$ cat src/rtl/timed_seq_pkg.sv
// Shared types and helpers for the timed four-state sequencer.
// State encoding doubles as the 2-bit state output.
package timed_seq_pkg;

  typedef enum logic [1:0] {
    S_IDLE = 2'b00,
    S_WAIT = 2'b01,
    S_RUN  = 2'b10,
    S_DONE = 2'b11
  } state_t;

  // A dwell of N cycles loads N-1 so the state exits on the cycle after the count reads zero.
  function automatic int dwell_load(input int cyc);
    return cyc - 1;
  endfunction

  function automatic bit cyc_legal(input int cyc, input int cnt_w);
    return (cyc >= 1) && (longint'(cyc) < (longint'(1) << cnt_w));
  endfunction

endpackage

$ cat src/rtl/timed_seq_dwell_timer.sv
// Loadable down-counter that measures how long the sequencer stays in a state.
// Clear wins over load; the count saturates at zero.
module dwell_timer #(
  parameter int CNT_W = 8
) (
  input  logic             i_clk,
  input  logic             i_rst_n,
  input  logic             i_load,
  input  logic [CNT_W-1:0] i_load_val,
  input  logic             i_clr,
  output logic             o_zero
);

  logic [CNT_W-1:0] r_cnt;

  always_ff @(posedge i_clk or negedge i_rst_n) begin
    if (!i_rst_n) begin
      r_cnt <= '0;
    end else if (i_clr) begin
      r_cnt <= '0;
    end else if (i_load) begin
      r_cnt <= i_load_val;
    end else if (r_cnt != '0) begin
      r_cnt <= r_cnt - 1'b1;
    end
  end

  assign o_zero = (r_cnt == '0);

endmodule

$ cat src/rtl/timed_seq_fsm.sv
// Four-state IDLE/WAIT/RUN/DONE sequencer with per-state dwell timing, abort,
// back-to-back restart, a first-DONE-cycle pulse and a wrapping sequence counter.
module timed_seq_fsm
  import timed_seq_pkg::*;
#(
  parameter int WAIT_CYC = 4,
  parameter int RUN_CYC  = 2,
  parameter int DONE_CYC = 1,
  parameter int CNT_W    = 8,
  parameter int EXT_T_EN = 0,
  parameter int SEQ_W    = 8
) (
  input  logic             clk,
  input  logic             rst_n,
  input  logic             x,
  input  logic             t,
  input  logic             abort,
  output logic [1:0]       out,
  output logic             busy,
  output logic             done,
  output logic [SEQ_W-1:0] seq_cnt
);

  localparam logic [CNT_W-1:0] WAIT_LD = CNT_W'(dwell_load(WAIT_CYC));
  localparam logic [CNT_W-1:0] RUN_LD  = CNT_W'(dwell_load(RUN_CYC));
  localparam logic [CNT_W-1:0] DONE_LD = CNT_W'(dwell_load(DONE_CYC));

  if (!cyc_legal(WAIT_CYC, CNT_W)) begin : g_bad_wait
    $error("timed_seq_fsm: WAIT_CYC=%0d outside 1..2^CNT_W-1", WAIT_CYC);
  end
  if (!cyc_legal(RUN_CYC, CNT_W)) begin : g_bad_run
    $error("timed_seq_fsm: RUN_CYC=%0d outside 1..2^CNT_W-1", RUN_CYC);
  end
  if (!cyc_legal(DONE_CYC, CNT_W)) begin : g_bad_done
    $error("timed_seq_fsm: DONE_CYC=%0d outside 1..2^CNT_W-1", DONE_CYC);
  end
  if (EXT_T_EN != 0 && EXT_T_EN != 1) begin : g_bad_ext
    $error("timed_seq_fsm: EXT_T_EN=%0d must be 0 or 1", EXT_T_EN);
  end

  state_t           r_state;
  state_t           w_next;
  logic             w_load;
  logic [CNT_W-1:0] w_load_val;
  logic             w_clr;
  logic             w_zero;
  logic             w_wait_exit;
  logic             w_enter_done;
  logic             r_done;
  logic [SEQ_W-1:0] r_seq_cnt;

  dwell_timer #(.CNT_W(CNT_W)) u_dwell (
    .i_clk      (clk),
    .i_rst_n    (rst_n),
    .i_load     (w_load),
    .i_load_val (w_load_val),
    .i_clr      (w_clr),
    .o_zero     (w_zero)
  );

  always_ff @(posedge clk or negedge rst_n) begin
    if (!rst_n) begin
      r_state <= S_IDLE;
    end else begin
      r_state <= w_next;
    end
  end

  // In external mode WAIT ignores the timer and leaves only on t.
  assign w_wait_exit = (EXT_T_EN != 0) ? t : w_zero;

  always_comb begin
    w_next     = r_state;
    w_load     = 1'b0;
    w_load_val = '0;
    w_clr      = 1'b0;
    unique case (r_state)
      S_IDLE: begin
        if (!x) begin
          w_next     = S_WAIT;
          w_load     = 1'b1;
          w_load_val = WAIT_LD;
        end
      end
      S_WAIT: begin
        if (abort) begin
          w_next = S_IDLE;
          w_clr  = 1'b1;
        end else if (w_wait_exit) begin
          w_next     = S_RUN;
          w_load     = 1'b1;
          w_load_val = RUN_LD;
        end
      end
      S_RUN: begin
        if (abort) begin
          w_next = S_IDLE;
          w_clr  = 1'b1;
        end else if (w_zero) begin
          w_next     = S_DONE;
          w_load     = 1'b1;
          w_load_val = DONE_LD;
        end
      end
      S_DONE: begin
        if (abort) begin
          w_next = S_IDLE;
          w_clr  = 1'b1;
        end else if (w_zero) begin
          if (!x) begin
            w_next     = S_WAIT;
            w_load     = 1'b1;
            w_load_val = WAIT_LD;
          end else begin
            w_next = S_IDLE;
          end
        end
      end
    endcase
  end

  assign w_enter_done = (w_next == S_DONE) && (r_state != S_DONE);

  always_ff @(posedge clk or negedge rst_n) begin
    if (!rst_n) begin
      r_done    <= 1'b0;
      r_seq_cnt <= '0;
    end else begin
      r_done <= w_enter_done;
      if (w_enter_done) begin
        r_seq_cnt <= r_seq_cnt + 1'b1;
      end
    end
  end

  always_comb begin
    out     = r_state;
    busy    = (r_state != S_IDLE);
    done    = r_done;
    seq_cnt = r_seq_cnt;
  end

endmodule

$ cat config.mk
export PLATFORM = sky130hd
export DESIGN_NAME = timed_seq_fsm
export DESIGN_NICKNAME = d
export VERILOG_FILES = /design/src/rtl/timed_seq_pkg.sv /design/src/rtl/timed_seq_dwell_timer.sv /design/src/rtl/timed_seq_fsm.sv
export SDC_FILE = /design/constraint.sdc
export NUM_CORES = 1
export LEC_CHECK = 0
export CORE_MARGIN = 5
export CORE_UTILIZATION = 40
export DETAILED_ROUTE_END_ITERATION = 8
export GPL_TIMING_DRIVEN = 0
export MAX_ROUTING_LAYER = met4
export PLACE_DENSITY = 0.68
export SYNTH_ARGS = -nofsm -noshare
export SYNTH_HDL_FRONTEND = slang
export SYNTH_SLANG_ARGS = --single-unit
$ cat constraint.sdc
create_clock -name clk -period 3.48 [get_ports clk]
set_input_delay 0.348 -clock clk [delete_from_list [all_inputs] [get_ports clk]]
set_output_delay 0.348 -clock clk [all_outputs]
set_load 0.05 [all_outputs]
## Yosys cells after proc, flatten, opt, wreduce, memory -nomap -nowiden

Cells that the tools add are included.
W data, S select, Z words.

| word-level totals | value |
|---|---|
| input bits | 5 |
| word-level logic and storage cells | 45 |
| output and inout port bits | 12 |
| register bits | 19 |

| cells by class | value |
|---|---|
| equal/unequal tests | 5 |
| reductions and logical operators | 8 |
| mux-type cells | 26 |
| $add $sub $neg | 2 |

Operators with widths:

| cell | number |
|---|---|
| $mux W8 | 5 |
| $pmux W8 S4 | 1 |
| $mux W2 | 8 |
| $mux W1 | 10 |
| $add A8 B1 Y8 const B | 1 |
| $logic_not A8 Y1 | 1 |
| $pmux W2 S4 | 1 |
| $reduce_bool A8 Y1 | 1 |
| $sub A8 B1 Y8 const B | 1 |
| $eq A2 B2 Y1 const B | 3 |
| $pmux W1 S3 | 1 |
| $reduce_bool A3 Y1 | 1 |
| $reduce_or A3 Y1 | 1 |
| $eq A2 B1 Y1 const B | 1 |
| $logic_not A2 Y1 | 1 |
| $ne A2 B2 Y1 const B | 1 |
| $reduce_bool A2 Y1 | 1 |
| $reduce_or A2 Y1 | 1 |
| $logic_and A1 B1 Y1 | 1 |

## Logic depth before layout (Yosys ltp)

Gate-level depths: netlist (run 1).

| depth | value |
|---|---|
| word-level depth | 6 |
| gate-level depth with buffers | 9 |
| mapped depth without buffers | 8 |

## Hierarchy

Synthesis (run 1) repeated with hierarchy kept, for this count alone.

| unflattened totals | value |
|---|---|
| cell total of the unflattened synthesis | 116 |
| area total of the unflattened synthesis | 1222.4 um^2 |

Modules (own cells, without submodules):

| module | area an instance (um^2) | cells each | times used | seq. area each (um^2) |
|---|---|---|---|---|
| timed_seq_fsm | 713.2 | 63 | 1 | 275.3 |
| dwell_timer | 509.2 | 53 | 1 | 200.2 |

## Worst setup path after synthesis (run 1)

OpenSTA, ideal clock, no wires.

| timing | value |
|---|---|
| kind | register to register |
| from | reg r_state[0] (netlist: out[0]) |
| to | reg r_seq_cnt[1] (netlist: seq_cnt[1]) |
| setup time | 125 ps |
| arrival time | 2601 ps |
| period minus slack after synthesis | 2726 ps |
| slack | 754 ps |
| buffers on the path | 1 |
| required time | 3355 ps |
| cell stages (with the launch flop) | 10 |
| cells stage by stage | dfrtp_1 -> inv_1 -> ha_1 -> clkbuf_1 -> or2_0 -> a211oi_1 -> nand2_1 -> a32oi_4 -> and2b_4 -> mux2_4 |

| between the ends | value |
|---|---|
| longest elaborated chain between the ends | 5 |
| elaborated cells between the ends (all ways) | 15 |
| classes of those cells | eq/ne: 5; mux: 8; reduce/logical: 2 |

Ends and longest elaborated chain:

| element | line | source |
|---|---|---|
| start: declaration | timed_seq_fsm.sv:41 | `state_t r_state;` |
| start signal: assignment | timed_seq_fsm.sv:65 | `r_state <= w_next;` |
| $mux W2, on equally long branches | timed_seq_fsm.sv:109, timed_seq_fsm.sv:89, timed_seq_fsm.sv:99 |  |
| $mux W2, on equally long branches | timed_seq_fsm.sv:106, timed_seq_fsm.sv:86, timed_seq_fsm.sv:96 |  |
| $pmux W2 S4 | timed_seq_fsm.sv:77 | `unique case (r_state)` |
| $eq A2 B2 Y1 | timed_seq_fsm.sv:122 | `assign w_enter_done = (w_next == S_DONE) && (r_state != S_DONE);` |
| $logic_and A1 B1 Y1 (*) | timed_seq_fsm.sv:122 |  |
| net w_enter_done | timed_seq_fsm.sv:48 | `logic w_enter_done;` |
| end signal: assignment | timed_seq_fsm.sv:131 | `r_seq_cnt <= r_seq_cnt + 1'b1;` |
| end: declaration | timed_seq_fsm.sv:50 | `logic [SEQ_W-1:0] r_seq_cnt;` |

Mark *: on every way through the listed nets, which the timed path passes. The rest lies on a longest branch.
A chain may end at the register's enable or synchronous reset.

## Worst setup path after layout (run 1)

Same ends and word-level chain as after synthesis.

==> results_tabular.tex, run 1 <==
\begin{tabular}{lr}
\hline
Metric & Value \\
\hline
\multicolumn{2}{l}{\textbf{Detailed routing}} \\
Remaining antenna violation count & 0 \\
Drt pass-1 iters & 4 \\
Vias & 861 \\
Routed length per placed instance & 13.7 um \\
DRC & 0 \\
Initial detailed-routing violation count & 16 \\
Average vias per placed instance & 5.28 \\
WL final & 2240 um \\
\multicolumn{2}{l}{\textbf{Setup path}} \\
Crit path launch type & flop \\
Critical-path cell list & inv\_1 > ha\_1 > clkbuf\_1 > or2\_0 > a211oi\_1 > nand2\_1 > a32oi\_4 > and2b\_4 > mux2\_4 \\
Data arrival, critical path & 2.88 ns \\
CP Max Fanout & 10 \\
Critical setup path kind & flop to flop \\
Critical path endpoint category & flop \\
Delay of the slowest cell on the worst path & 0.44 ns \\
Worst EP required & 3.68 ns \\
Slowest CP cell & sky130\_fd\_sc\_hd\_\_dfrtp\_1 \\
\multicolumn{2}{l}{\textbf{Timing}} \\
Count of endpoints failing hold in the final timing report & 0 \\
Final worst clock skew & 0.00330 ns \\
Total negative slack & 0 ns \\
Highest clock frequency the design can meet & 373 MHz \\
Final critical path time including I/O delays and setup & 2.68 ns \\
Worst-case headroom to the max-slew limit & 43.8\% \\
Number of failing setup endpoints in the final timing report & 0 \\
Setup repair after global routing missed its margin & false \\
Transition at the pin with the smallest max-transition slack & 0.841 ns \\
Share of the clock period used by the worst path after layout & 77.1\% \\
Max-slew violation total from the final report & 0 \\
\multicolumn{2}{l}{\textbf{Layout}} \\
Final layout net count & 145 \\
Synth-to-layout area growth & 19.4\% \\
Fin cells & 163 \\
Ant diodes & 0 \\
Share of layout cells above drive strength 1 & 7.58\% \\
Highest-count cells in the layout ignoring fill and taps & sky130\_fd\_sc\_hd\_\_dfrtp\_1 (19), sky130\_fd\_sc\_hd\_\_clkdlybuf4s50\_1 (15), sky130\_fd\_sc\_hd\_\_nor2\_1 (13) \\
Commonest non-fill, non-tap cell in the layout & sky130\_fd\_sc\_hd\_\_dfrtp\_1 \\
\multicolumn{2}{l}{\textbf{Synth}} \\
Post-synthesis instance total & 113 \\
Ys flop type & sky130\_fd\_sc\_hd\_\_dfrtp\_1 \\
Biggest area contributors in the synthesized netlist & sky130\_fd\_sc\_hd\_\_dfrtp\_1 (43\%), sky130\_fd\_sc\_hd\_\_ha\_1 (7.8\%), sky130\_fd\_sc\_hd\_\_xnor2\_1 (7.8\%) \\
Register bit count reported by yosys & 19 \\
Count of unique library cells instantiated by Yosys & 32 \\
Register area share after synthesis & 42.6\% \\
Dominant cell type by area after synthesis & sky130\_fd\_sc\_hd\_\_dfrtp\_1 \\
Synth async-reset ratio & 100\% \\
Post-synthesis cell area & 0.00112 mm2 \\
Number of nets in the synthesized netlist & 125 \\
Area share of the leading cell type in the synthesized netlist & 42.6\% \\
Count of flip-flops with a built-in enable after synthesis & 0 \\
Mapped Avg Cell Area & 9.88 um2 \\
Number of synthesis warnings & 0 \\
\multicolumn{2}{l}{\textbf{Pwr}} \\
Peak supply drop & 0.000473 V \\
Power Density & 762 mW/mm2 \\
Leakage & 0.592 nW \\
\multicolumn{2}{l}{\textbf{Placement}} \\
Number of buffer cells added on primary ports & 15 \\
HPWL after detailed placement & 1650 um \\
DP Cell Count & 159 \\
Gp weighted congestion & 0.885 \\
\multicolumn{2}{l}{\textbf{Run}} \\
Max-cap violations & 0 \\
\multicolumn{2}{l}{\textbf{Clock network}} \\
Post\_cts resized & 0 \\
Setup repair bufs after CTS & 0 \\
TritonCTS buffer count & 3 \\
TritonCTS clock tree & built \\
Library cell used as clock root buffer & sky130\_fd\_sc\_hd\_\_clkbuf\_4 \\
Clock latency on the worst-skew pair & 0.30 ns \\
Clock transition time at the flip-flop clock pins of the worst setup and hold paths & 0.12 ns \\
Hold buffer count at CTS & 0 \\
Clk buf depth & 2 \\
Number of sinks handled by clock tree synthesis & 19 \\
Deepest level of the CTS H-tree & 1 \\
\multicolumn{2}{l}{\textbf{Run status}} \\
Status & finished, final reports clean \\
\multicolumn{2}{l}{\textbf{Global routing}} \\
Antenna violations before repair & 0 \\
Via count of the first global-routing pass & 877 \\
Largest net degree at the start of global routing & 20 \\
Overflow left after global routing & 0 \\
Wire length of the first global-routing pass & 3890 um \\
Global-route total usage across every layer & 12.2\% \\
\multicolumn{2}{l}{\textbf{Floorplanning}} \\
Chip Width & 62.8 um \\
Die Y & 62.8 um \\
Number of top-level design ports & 17 \\
Overall die area & 0.00395 mm2 \\
Effective utilization at floorplan & 41.2\% \\
Area of the core region & 0.00271 mm2 \\
Site Rows & 19 \\
\multicolumn{2}{l}{\textbf{Min path}} \\
Worst Hold Class & flop to flop \\
\hline
\end{tabular}
[power by group]
group	leakage, nW	internal (mW)	switching (mW)
logic	0.319	0.219	0.342
registers	0.255	0.276	0.0637
clock network	0.0177	0.0428	0.0722
total	0.592	0.537	0.478
[registers in the layout, summed over array words and instances (netlist names)]
register       cells
seq_cnt            8
out                2
u_dwell.r_cnt      8
done               1
[routing by layer]
metal,track usage (%),share of wire [%],vias to the layer above
met5,-,0,-
met4,3.18,1.2,0
met3,1.80,3.1,5
met2,20.7,49,25
met1,15.2,46,405
li1,-,-,426
[cell usage after synthesis (all sizes together) (2+ instances only)]
| master | number |
|---|---|
| a31oi | 3 |
| nand2 | 9 |
| nor4 | 3 |
| xnor2 | 10 |
| a21oi | 6 |
| nor2b | 2 |
| dfrtp | 19 |
| o21ai | 2 |
| nand3 | 5 |
| o22ai | 2 |
| and2 | 2 |
| nand4 | 3 |
| xor2 | 2 |
| nor2 | 13 |
| and3 | 2 |
| inv | 9 |
| ha | 7 |
[cells by family after synthesis]
| kind of cell | after synthesis | synth area share [%] |
|---|---|---|
| buffers and inverters | 11 | 4.37 |
| adder cells (fa/ha/maj) | 7 | 7.85 |
| AND/OR/NAND/NOR | 44 | 20.9 |
| XOR/XNOR | 12 | 9.42 |
| multiplexers | 1 | 1.34 |
| AO/OA/AOI/OAI | 19 | 13.6 |
| flip-flops | 19 | 42.6 |
[layout make-up]
| type | instances | area, um2 |
|---|---|---|
| plain buffers | 2 | 15.0 |
| well taps | 31 | 38.8 |
| fillers | 277 | 1380 |
| clock buffers | 3 | 22.5 |
| inverters | 9 | 33.8 |
| multi-input cells | 83 | 592 |
| flip-flops and latches | 19 | 475 |
| repair buffers | 15 | 150 |
| clock inverters | 1 | 5.00 |
[metrics by stage]
| stage | utilization [%] | instance area [um2] | total power, mW | setup slack (ns) | hold WS [ns] |
|---|---|---|---|---|---|
| 6_report | 49.2 | 1330 | 1.02 | 0.797 | 0.477 |
| 5_1_grt | 49.2 | 1330 | 1.09 | 0.638 | 0.509 |
| 4_1_cts | 49.2 | 1330 | 1.02 | 0.839 | 0.490 |
| 3_5_place_dp | 48.2 | 1310 | 0.901 | 0.870 | 0.463 |
| 3_3_place_gp | 48.2 | 1310 | 0.881 | 0.919 | 0.464 |
| 2_1_floorplan | - | 1120 | 0.763 | 0.754 | 0.0524 |
[worst max-delay path, delay by kind of cell (launching register included)]
kind            cells  cell delay (ns)
mux                 1             0.30
flops               1             0.44
buf+inv             2             0.32
simple gates        3             0.66
compound gates      2             0.66
fa+ha+maj           1             0.20
[path summary, 6_finish.rpt]
check	start	end	slack (ns)	depth (start not counted)
max in group asynchronous	rst_n	seq_cnt[6]	2.45	1
min	seq_cnt[7]	seq_cnt[7]	0.48	1
min reg2reg	seq_cnt[7]	seq_cnt[7]	0.48	1
max reg2reg	out[0]	seq_cnt[1]	0.80	9
max	out[0]	seq_cnt[1]	0.80	9
min in group asynchronous	rst_n	u_dwell.r_cnt[1]	0.52	1
(Power assumes the default switching activity.)
==> inputs of run 2 (changes only) <==
Settings changed: PLACE_DENSITY 0.68 to 0.7.
Clock period 3.48 ns to 2.15 ns, I/O delays scaled along.
==> run 2 against run 1 <==
  * The flow now finishes with violations (negative setup slack)
  * Core utilization grew 6.6 points
  * Critical path depth did not move
  * Total power grew 84%
  * Combinational power is 100% higher
  * Design area rose by 13%
  * Sequential share of layout area down 4.1 points
  * First-iteration DRC count increased to 2.7 times the previous value
  * Global-route usage is 1.2 points higher
  * Clock-buffer cell count is 1 higher
  * Highest routed layer unchanged
==> results_tabular.tex, run 2 (synthesis gave the netlist of run 1 again) <==
\begin{tabular}{lr}
\hline
Metric & Value \\
\hline
\multicolumn{2}{l}{\textbf{Run status}} \\
Status & finished with violations \\
Violations in the final reports & negative setup slack \\
\multicolumn{2}{l}{\textbf{Timing}} \\
Final worst clock skew & 0.00293 ns \\
Share of the clock period used by the worst path after layout & 101\% \\
Transition at the pin with the smallest max-transition slack & 0.885 ns \\
Worst-case headroom to the max-slew limit & 40.8\% \\
Number of failing setup endpoints in the final timing report & 1 \\
Fin worst setup slack & -0.0227 ns \\
Final critical path time including I/O delays and setup & 2.17 ns \\
Count of endpoints failing hold in the final timing report & 0 \\
Max-slew violation total from the final report & 0 \\
Setup repair after global routing missed its margin & true \\
Highest clock frequency the design can meet & 460 MHz \\
\multicolumn{2}{l}{\textbf{Layout}} \\
Number of inserted filler cells in the final layout & 250 \\
Ant diodes & 0 \\
Fin cells & 179 \\
Share of layout cells above drive strength 1 & 24.3\% \\
Commonest non-fill, non-tap cell in the layout & sky130\_fd\_sc\_hd\_\_dfrtp\_1 \\
Highest-count cells in the layout ignoring fill and taps & sky130\_fd\_sc\_hd\_\_dfrtp\_1 (17), sky130\_fd\_sc\_hd\_\_buf\_4 (16), sky130\_fd\_sc\_hd\_\_clkdlybuf4s50\_1 (15) \\
Final layout net count & 161 \\
Synth-to-layout area growth & 35.4\% \\
\multicolumn{2}{l}{\textbf{Pwr}} \\
Switching power summed over all nets & 0.846 mW \\
Power Density & 1240 mW/mm2 \\
Power Internal & 1.02 mW \\
Peak supply drop & 0.000863 V \\
Clock network fraction of total power & 9.8\% \\
Leakage & 0.671 nW \\
Switching portion of total power & 45.2\% \\
Portion of total power attributed to combinational logic & 60.6\% \\
Part of the power in registers & 29.5\% \\
\multicolumn{2}{l}{\textbf{Global routing}} \\
Most used routing layer & met2 \\
Via count of the first global-routing pass & 957 \\
Global routing usage on met1 & 16.2\% \\
Global-route total usage across every layer & 13.4\% \\
Largest net degree at the start of global routing & 20 \\
Antenna violations before repair & 0 \\
Overflow left after global routing & 0 \\
Met2 usage in global routing & 22.0\% \\
Global-route track usage on met3 & 4.14\% \\
Wire length of the first global-routing pass & 4260 um \\
\multicolumn{2}{l}{\textbf{Floorplanning}} \\
Die Y & 62.8 um \\
Number of top-level design ports & 17 \\
Chip Width & 62.8 um \\
Overall die area & 0.00395 mm2 \\
Area of the core region & 0.00271 mm2 \\
Site Rows & 19 \\
Effective utilization at floorplan & 41.2\% \\
\multicolumn{2}{l}{\textbf{Clock network}} \\
Library cell used as clock root buffer & sky130\_fd\_sc\_hd\_\_clkbuf\_4 \\
Number of sinks handled by clock tree synthesis & 19 \\
Clock latency on the worst-skew pair & 0.30 ns \\
TritonCTS clock tree & built \\
TritonCTS buffer count & 3 \\
Clk buf depth & 2 \\
Clock transition time at the flip-flop clock pins of the worst setup and hold paths & 0.11 ns \\
Deepest level of the CTS H-tree & 1 \\
\multicolumn{2}{l}{\textbf{Detailed routing}} \\
Average vias per placed instance & 5.25 \\
Initial detailed-routing violation count & 43 \\
Drt pass-1 iters & 4 \\
Vias & 939 \\
WL final & 2530 um \\
Routed length per placed instance & 14.2 um \\
Remaining antenna violation count & 0 \\
DRC & 0 \\
\multicolumn{2}{l}{\textbf{Placement}} \\
Gp weighted congestion & 0.840 \\
HPWL after detailed placement & 1630 um \\
DP Worst Slack & -0.226 ns \\
DP Cell Count & 159 \\
Number of buffer cells added on primary ports & 15 \\
\multicolumn{2}{l}{\textbf{Min path}} \\
Worst Hold Class & input pin to asynchronous set/reset pin \\
\multicolumn{2}{l}{\textbf{Setup path}} \\
Critical setup path kind & flop to flop \\
Crit path to & seq\_cnt[1] \\
Worst reg2reg path endpoint & seq\_cnt[1] \\
Worst setup path startpoint & u\_dwell.r\_cnt[0] \\
Crit path launch type & flop \\
Register-to-register path setup slack & -0.02 ns \\
Critical path endpoint category & flop \\
CP Max Fanout & 7 \\
R2r startpoint & u\_dwell.r\_cnt[0] \\
Length in cells of the worst reg-to-reg path & 9 \\
Worst EP required & 2.34 ns \\
Data arrival, critical path & 2.37 ns \\
\multicolumn{2}{l}{\textbf{Run}} \\
Max-cap violations & 0 \\
\hline
\end{tabular}
-- run 2: cell types whose count changed in the layout (fill, tap and decap cells not counted), sizes merged --
cell    change
buf        +17
clkinv      -1
-- run 2: area by class of cell --
cell class / instances / area, um2 / share of cell area [%]
multi-input combinational: 83 / 642 / 42.5
sequential: 19 / 478 / 31.6
timing repair buffer: 32 / 282 / 18.6
tap: 31 / 38.8 / 2.57
inverter: 9 / 33.8 / 2.24
clock buffer: 4 / 26.3 / 1.74
buffer: 1 / 11.3 / 0.745
-- run 2: how the worst min path moves through the flow --
stage / startpoint / endpoint / slack (ns) / cells after the start
global route: rst_n / u_dwell.r_cnt[1] / 0.48 / 1
global placement: seq_cnt[7] / seq_cnt[7] / 0.46 / 1
CTS: rst_n / u_dwell.r_cnt[1] / 0.43 / 1
floorplan: rst_n / done / -0.08 / 0
finish: rst_n / u_dwell.r_cnt[1] / 0.40 / 1
detailed placement: seq_cnt[7] / seq_cnt[7] / 0.47 / 1
-- run 2: timing repair --
action                                  CTS  global route
buffers inserted                          9             8
pin swaps                                 2             8
gates resized for setup                   4             5
hold buffers                              0             0
endpoints found under the setup margin    7            10
-- run 2: per-stage QoR --
| step | total power [mW] | cell area, um2 | setup TNS [ns] | util (%) | hold slack, ns |
|---|---|---|---|---|---|
| 6_report | 1.87 | 1510 | -0.0227 | 55.8 | 0.405 |
| 5_1_grt | 2.01 | 1510 | -0.683 | 55.8 | 0.482 |
| 4_1_cts | 1.75 | 1440 | 0 | 53.1 | 0.426 |
| 3_5_place_dp | 1.49 | 1330 | -0.275 | 48.9 | 0.467 |
| 3_3_place_gp | 1.46 | 1330 | -0.176 | 48.9 | 0.463 |
| 2_1_floorplan | 1.27 | 1140 | -0.188 | - | -0.0806 |
-- run 2: power by group through the flow --
stage | Sequential, mW | Combinational [mW] | Clock, mW
2_1_floorplan | 0.638 | 0.636 | 0
3_3_place_gp | 0.555 | 0.910 | 0
3_5_place_dp | 0.562 | 0.932 | 0
4_1_cts | 0.552 | 1.01 | 0.188
5_1_grt | 0.568 | 1.24 | 0.204
6_report | 0.552 | 1.13 | 0.184
-- run 2: layer usage --
layer	vias to the layer above	share of wire [%]
met4	0	0.36
li1	460	-
met2	22	51
met5	-	0
met3	2	3.4
met1	455	45
-- run 2: critical path, stage by stage (launching register included) --
cell	delay, ns
sky130_fd_sc_hd__dfrtp_1	0.40
sky130_fd_sc_hd__inv_1	0.13
sky130_fd_sc_hd__ha_4	0.16
sky130_fd_sc_hd__nor3b_4	0.21
sky130_fd_sc_hd__and2_1	0.17
sky130_fd_sc_hd__buf_6	0.14
sky130_fd_sc_hd__o211ai_4	0.10
sky130_fd_sc_hd__a32oi_4	0.29
sky130_fd_sc_hd__and2b_4	0.19
sky130_fd_sc_hd__mux2_4	0.29
==> inputs of run 3 (changes only) <==
--- a/config.mk
+++ b/config.mk
@@ -10,3 +10,2 @@
 export DETAILED_ROUTE_END_ITERATION = 8
-export GPL_TIMING_DRIVEN = 0
 export MAX_ROUTING_LAYER = met4
==> constraint.sdc (replaced) <==
create_clock -name clk -period 2.15 [get_ports clk]
set_input_delay 0.43 -clock clk [delete_from_list [all_inputs] [get_ports clk]]
set_output_delay 0.43 -clock clk [all_outputs]
set_load 0.05 [all_outputs]
==> run 3 against run 2 <==
  * The flow now finishes without violations
  * Register-to-register slack improved by 0.08 ns
  * Total power fell by 0.98%
  * Wire length fell by 8.1%
  * Sequential power rose by 0.9%
  * Sequential share of layout area rose by 0.45 points
  * Cell count did not move
  * Non-clock buffer count did not move
  * Flip-flop and latch count did not move
  * Worst setup slack improved by 0.077 ns
  * Global-route usage fell by 0.49 points
  * Critical path depth did not move
  * Hold slack improved by 0.036 ns
  * Largest cell class unchanged
==> results_tabular.tex, run 3 (synthesis gave the netlist of run 1 again) <==
\begin{tabular}{lr}
\hline
Metric & Value \\
\hline
\multicolumn{2}{l}{\textbf{Clock network}} \\
Clock transition time at the flip-flop clock pins of the worst setup and hold paths & 0.11 ns \\
Clk buf depth & 2 \\
Hold buffer count at CTS & 0 \\
Number of sinks handled by clock tree synthesis & 19 \\
Library cell used as clock root buffer & sky130\_fd\_sc\_hd\_\_clkbuf\_4 \\
Clock latency on the worst-skew pair & 0.30 ns \\
TritonCTS clock tree & built \\
Deepest level of the CTS H-tree & 1 \\
TritonCTS buffer count & 3 \\
\multicolumn{2}{l}{\textbf{Floorplanning}} \\
Overall die area & 0.00395 mm2 \\
Effective utilization at floorplan & 41.2\% \\
Number of top-level design ports & 17 \\
Chip Width & 62.8 um \\
Site Rows & 19 \\
Area of the core region & 0.00271 mm2 \\
Die Y & 62.8 um \\
\multicolumn{2}{l}{\textbf{Min path}} \\
Worst Hold Class & input pin to asynchronous set/reset pin \\
\multicolumn{2}{l}{\textbf{Setup path}} \\
Crit path launch type & flop \\
Critical path endpoint category & flop \\
Critical setup path kind & flop to flop \\
Data arrival, critical path & 2.30 ns \\
CP Max Fanout & 3 \\
Worst EP required & 2.35 ns \\
\multicolumn{2}{l}{\textbf{Layout}} \\
Total non-filler cell area in the finished layout & 0.00149 mm2 \\
Commonest non-fill, non-tap cell in the layout & sky130\_fd\_sc\_hd\_\_buf\_4 \\
Synth-to-layout area growth & 33.5\% \\
Ant diodes & 0 \\
Final layout net count & 161 \\
Number of inserted filler cells in the final layout & 231 \\
Share of layout cells above drive strength 1 & 28.4\% \\
Highest-count cells in the layout ignoring fill and taps & sky130\_fd\_sc\_hd\_\_buf\_4 (19), sky130\_fd\_sc\_hd\_\_dfrtp\_1 (17), sky130\_fd\_sc\_hd\_\_clkdlybuf4s50\_1 (14) \\
\multicolumn{2}{l}{\textbf{Placement}} \\
Gp weighted congestion & 0.823 \\
HPWL after detailed placement & 1790 um \\
DP Worst Slack & -0.172 ns \\
Placed cell areas & 0.00142 mm2 \\
Number of buffer cells added on primary ports & 15 \\
\multicolumn{2}{l}{\textbf{Global routing}} \\
Antenna violations before repair & 0 \\
Wire length of the first global-routing pass & 4140 um \\
Largest net degree at the start of global routing & 20 \\
Overflow left after global routing & 0 \\
Global-route total usage across every layer & 12.9\% \\
Via count of the first global-routing pass & 951 \\
\multicolumn{2}{l}{\textbf{Detailed routing}} \\
Drt pass-1 iters & 4 \\
Initial detailed-routing violation count & 16 \\
Vias & 889 \\
Routed length per placed instance & 13.0 um \\
WL final & 2330 um \\
Remaining antenna violation count & 0 \\
Average vias per placed instance & 4.97 \\
DRC & 0 \\
\multicolumn{2}{l}{\textbf{Run}} \\
Max-cap violations & 0 \\
\multicolumn{2}{l}{\textbf{Timing}} \\
Final worst clock skew & 0.00403 ns \\
Max-slew violation total from the final report & 0 \\
Fin worst setup slack & 0.0544 ns \\
Transition at the pin with the smallest max-transition slack & 0.516 ns \\
Final critical path time including I/O delays and setup & 2.10 ns \\
Share of the clock period used by the worst path after layout & 97.5\% \\
Count of endpoints failing hold in the final timing report & 0 \\
Number of failing setup endpoints in the final timing report & 0 \\
Worst-case headroom to the max-slew limit & 65.5\% \\
Highest clock frequency the design can meet & 477 MHz \\
Hold slack final & 0.441 ns \\
\multicolumn{2}{l}{\textbf{Pwr}} \\
PnR Total Power & 1.85 mW \\
Power Density & 1240 mW/mm2 \\
Leakage & 0.668 nW \\
Peak supply drop & 0.000944 V \\
\multicolumn{2}{l}{\textbf{Run status}} \\
Status & finished, final reports clean \\
\hline
\end{tabular}
-- run 3: cell count changes in the layout (fill, tap and decap cells not counted), moves of 2 or more --
cell,before,now
sky130_fd_sc_hd__buf_6,2,0
sky130_fd_sc_hd__ha_4,2,0
sky130_fd_sc_hd__nand2_2,0,2
sky130_fd_sc_hd__ha_2,1,4
sky130_fd_sc_hd__nand2_1,9,7
sky130_fd_sc_hd__buf_4,16,19
-- run 3: final timing paths --
| path | from | end | slack (ns) | cells past startpoint |
|---|---|---|---|---|
| worst min-delay path | rst_n | u_dwell.r_cnt[1] | 0.44 | 2 |
| min in group clk | seq_cnt[7] | seq_cnt[7] | 0.48 | 1 |
| worst max register to register | u_dwell.r_cnt[1] | seq_cnt[1] | 0.05 | 9 |
| worst min register to register | seq_cnt[7] | seq_cnt[7] | 0.48 | 1 |
| worst max-delay path | u_dwell.r_cnt[1] | seq_cnt[1] | 0.05 | 9 |
| max in group asynchronous | rst_n | out[0] | 1.50 | 2 |
-- run 3: through the flow --
stage               utilization (%)  cells  TNS [ns]
floorplan                         -    113    -0.188
global placement               52.3    173    -0.536
detailed placement             52.3    173    -0.831
CTS                            53.5    177         0
global route                   55.0    179    -0.127
finish                         55.0    179         0
-- run 3: critical path: stages, from the launching register on --
cell                       delay [ns]
sky130_fd_sc_hd__dfrtp_1         0.40
sky130_fd_sc_hd__inv_1           0.06
sky130_fd_sc_hd__ha_2            0.18
sky130_fd_sc_hd__nor3b_2         0.16
sky130_fd_sc_hd__buf_4           0.14
sky130_fd_sc_hd__a211oi_4        0.26
sky130_fd_sc_hd__nand2_2         0.12
sky130_fd_sc_hd__a32oi_4         0.21
sky130_fd_sc_hd__and2b_4         0.19
sky130_fd_sc_hd__mux2_4          0.29
-- run 3: layer usage --
| layer | up-vias | track usage [%] | part of all wire, % |
|---|---|---|---|
| met5 | - | - | 0 |
| met4 | 0 | 2.39 | 0.39 |
| met3 | 2 | 3.96 | 4.1 |
| met2 | 14 | 21.0 | 50 |
| met1 | 414 | 16.0 | 45 |
| li1 | 459 | - | - |
-- run 3: what timing repair did --
item,CTS,global route
resized for setup,1,8
buffers inserted,0,2
setup endpoints to repair,1,7
pin swaps,0,4
-- run 3: cell type report --
type                       instances  area [um2]  share of cell area, %
clock inverter                     1        7.51                  0.504
multi-input combinational         83         627                   42.1
tap                               31        38.8                   2.60
clock buffer                       3        22.5                   1.51
timing repair buffer              33         283                   19.0
inverter                           9        33.8                   2.27
sequential                        19         478                   32.1
-- run 3: report_power, final --
part | total, mW | internal [mW] | switching, mW | leakage (nW)
Clock | 0.186 | 0.0709 | 0.115 | 0.0139
Combinational | 1.11 | 0.497 | 0.612 | 0.402
Sequential | 0.557 | 0.450 | 0.107 | 0.252
Total | 1.85 | 1.02 | 0.834 | 0.668
==> edit (flow settings as in run 3) <==
Change the parameter `EXT_T_EN` from 0 to 1.
--- a/src/rtl/timed_seq_fsm.sv
+++ b/src/rtl/timed_seq_fsm.sv
@@ -9,3 +9,3 @@
   parameter int CNT_W    = 8,
-  parameter int EXT_T_EN = 0,
+  parameter int EXT_T_EN = 1,
   parameter int SEQ_W    = 8
Formal check against the unedited RTL: not equivalent (Yosys sat finds a counterexample within 4 cycles, from zero or initial values and one cycle with rst_n low).
==> edit against run 3 <==
Final cell count shrank 3.9%; wire length is 11% higher; clock power increased by 4%; power up 14%; clock skew rose by 1.5 ps; setup slack improved by 42 ps; final area decreased by 1.3%; area after synthesis rose by 4.8%; sequential cell count unchanged; die area up 4.1%; critical path type unchanged; largest cell class unchanged; largest power group unchanged; highest routed layer unchanged.
==> edit: results (changes against run 3) <==
[timing]
finalClockSkew_ps = 5.510  ; was 4.027 ps
hold_ws_ps = 442.5  ; was 440.8 ps
worst_slew_pin_slew_ps = 493.9  ; was 516.0 ps

[layout]
nets = 149  ; was 161
buf_share_pct = 17.19  ; was 18.98%
drive_above_1_share_pct = 19.15  ; was 28.38%
signal_buffers = 26  ; was 33
clk_share_pct = 1.872  ; was 2.015%
fillCellCount = 248  ; was 231
sh_seq_area_pct = 32.34  ; was 32.07%
inv_count = 3  ; was 9
multi_input_gates = 89  ; was 83
multi_input_area_um2 = 664.4  ; was 626.9 um2

[power_and_ir_drop]
peakVddDrop_mv = 0.9492  ; was 0.9439 mV
leakagePower_nw = 0.6330  ; was 0.6681 nW

[route]
vias = 974  ; was 889
wl_met1_mm = 1.191  ; was 1.058 mm
routed_wl_mm = 2.577  ; was 2.328 mm
dr_wl_met2_mm = 1.277  ; was 1.165 mm
via_per_inst = 5.663  ; was 4.966

[place]
place_inst = 168  ; was 173
io_buffer_count = 16  ; was 15
place.gp.congestion = 0.8237  ; was 0.8229
dp_hpwl_mm = 1.964  ; was 1.787 mm

[worst_setup_path]
reg2reg_depth = 5  ; was 9
cp_data_arrival_time_ps = 2260  ; was 2300 ps
rrSetupSlack_ps = 100  ; was 50 ps
timing.rr.start = u_dwell.r_cnt[0]  ; was u_dwell.r_cnt[1]
worstPathMaxFanout = 5  ; was 3
slowest_stage = or3b_2  ; was dfrtp_1
critPathMaxStageDelay_ps = 590  ; was 400 ps
crit_type = register to register  ; unchanged
critPathTopFamily = simple AND/OR/NAND/NOR gates  ; unchanged

[global_routing]
grt_usage_pct = 14.05  ; was 12.94%
gr-usage-met3_pct = 2.977  ; was 3.957%
grt_pass1_wl_mm = 4.491  ; was 4.140 mm
use_met1_pct = 17.78  ; was 16.03%

[synth]
synth_commonest_cells = 19 x dfrtp_1, 9 x nor2_1, 8 x nand2_1, 8 x nor3_1, 8 x xnor2_1  ; was 19 x dfrtp_1, 13 x nor2_1, 10 x xnor2_1, 9 x inv_1, 9 x nand2_1
synth.distinct_cells = 41  ; was 32
synthTopCellsByArea = dfrtp_1 41%, xnor2_1 6.0%, xor2_1 3.7%  ; was dfrtp_1 43%, ha_1 7.8%, xnor2_1 7.8%
seq_area_frac_synth_pct = 40.64  ; was 42.60%
syn_inst = 115  ; was 113

[clock_network]
clock_latency_ps = 310

[run_status]
status = finished clean  ; unchanged

[hold_path]
min-delay-path-class = input pin to async pin  ; unchanged

[edit: metrics by stage]
stage	area [um2]	utilization (%)	worst slack (ps)
finish	1470	52.86	96.43
global placement	1438	51.69	103.2
floorplan	1170	-	184.9
detailed placement	1438	51.69	78.07
CTS	1465	52.68	87.80
global route	1470	52.86	1.042
[edit: power by group]
| group | switching (W) | leakage (nW) | internal, W |
|---|---|---|---|
| clock network | 0.000125 | 0.0177 | 0.0000694 |
| logic | 0.000746 | 0.360 | 0.000584 |
| registers | 0.000129 | 0.256 | 0.000455 |
[edit: kinds of logic after synthesis]
logic type                 after synthesis  synth area share, %
adders and majority gates                2                2.139
AOI/OAI and AO/OA                       20                14.55
buffers and inverters                    7                2.994
DFF                                     19                40.64
xor gates and xnor gates                13                9.733
muxes                                    2                1.925
and+or+nand+nor                         52                28.02
[edit: repair_timing]
item	in CTS	in global routing
buffers inserted	0	0
endpoints found under the setup margin	0	3
endpoints found under the hold margin	0	0
gates resized for setup	0	1
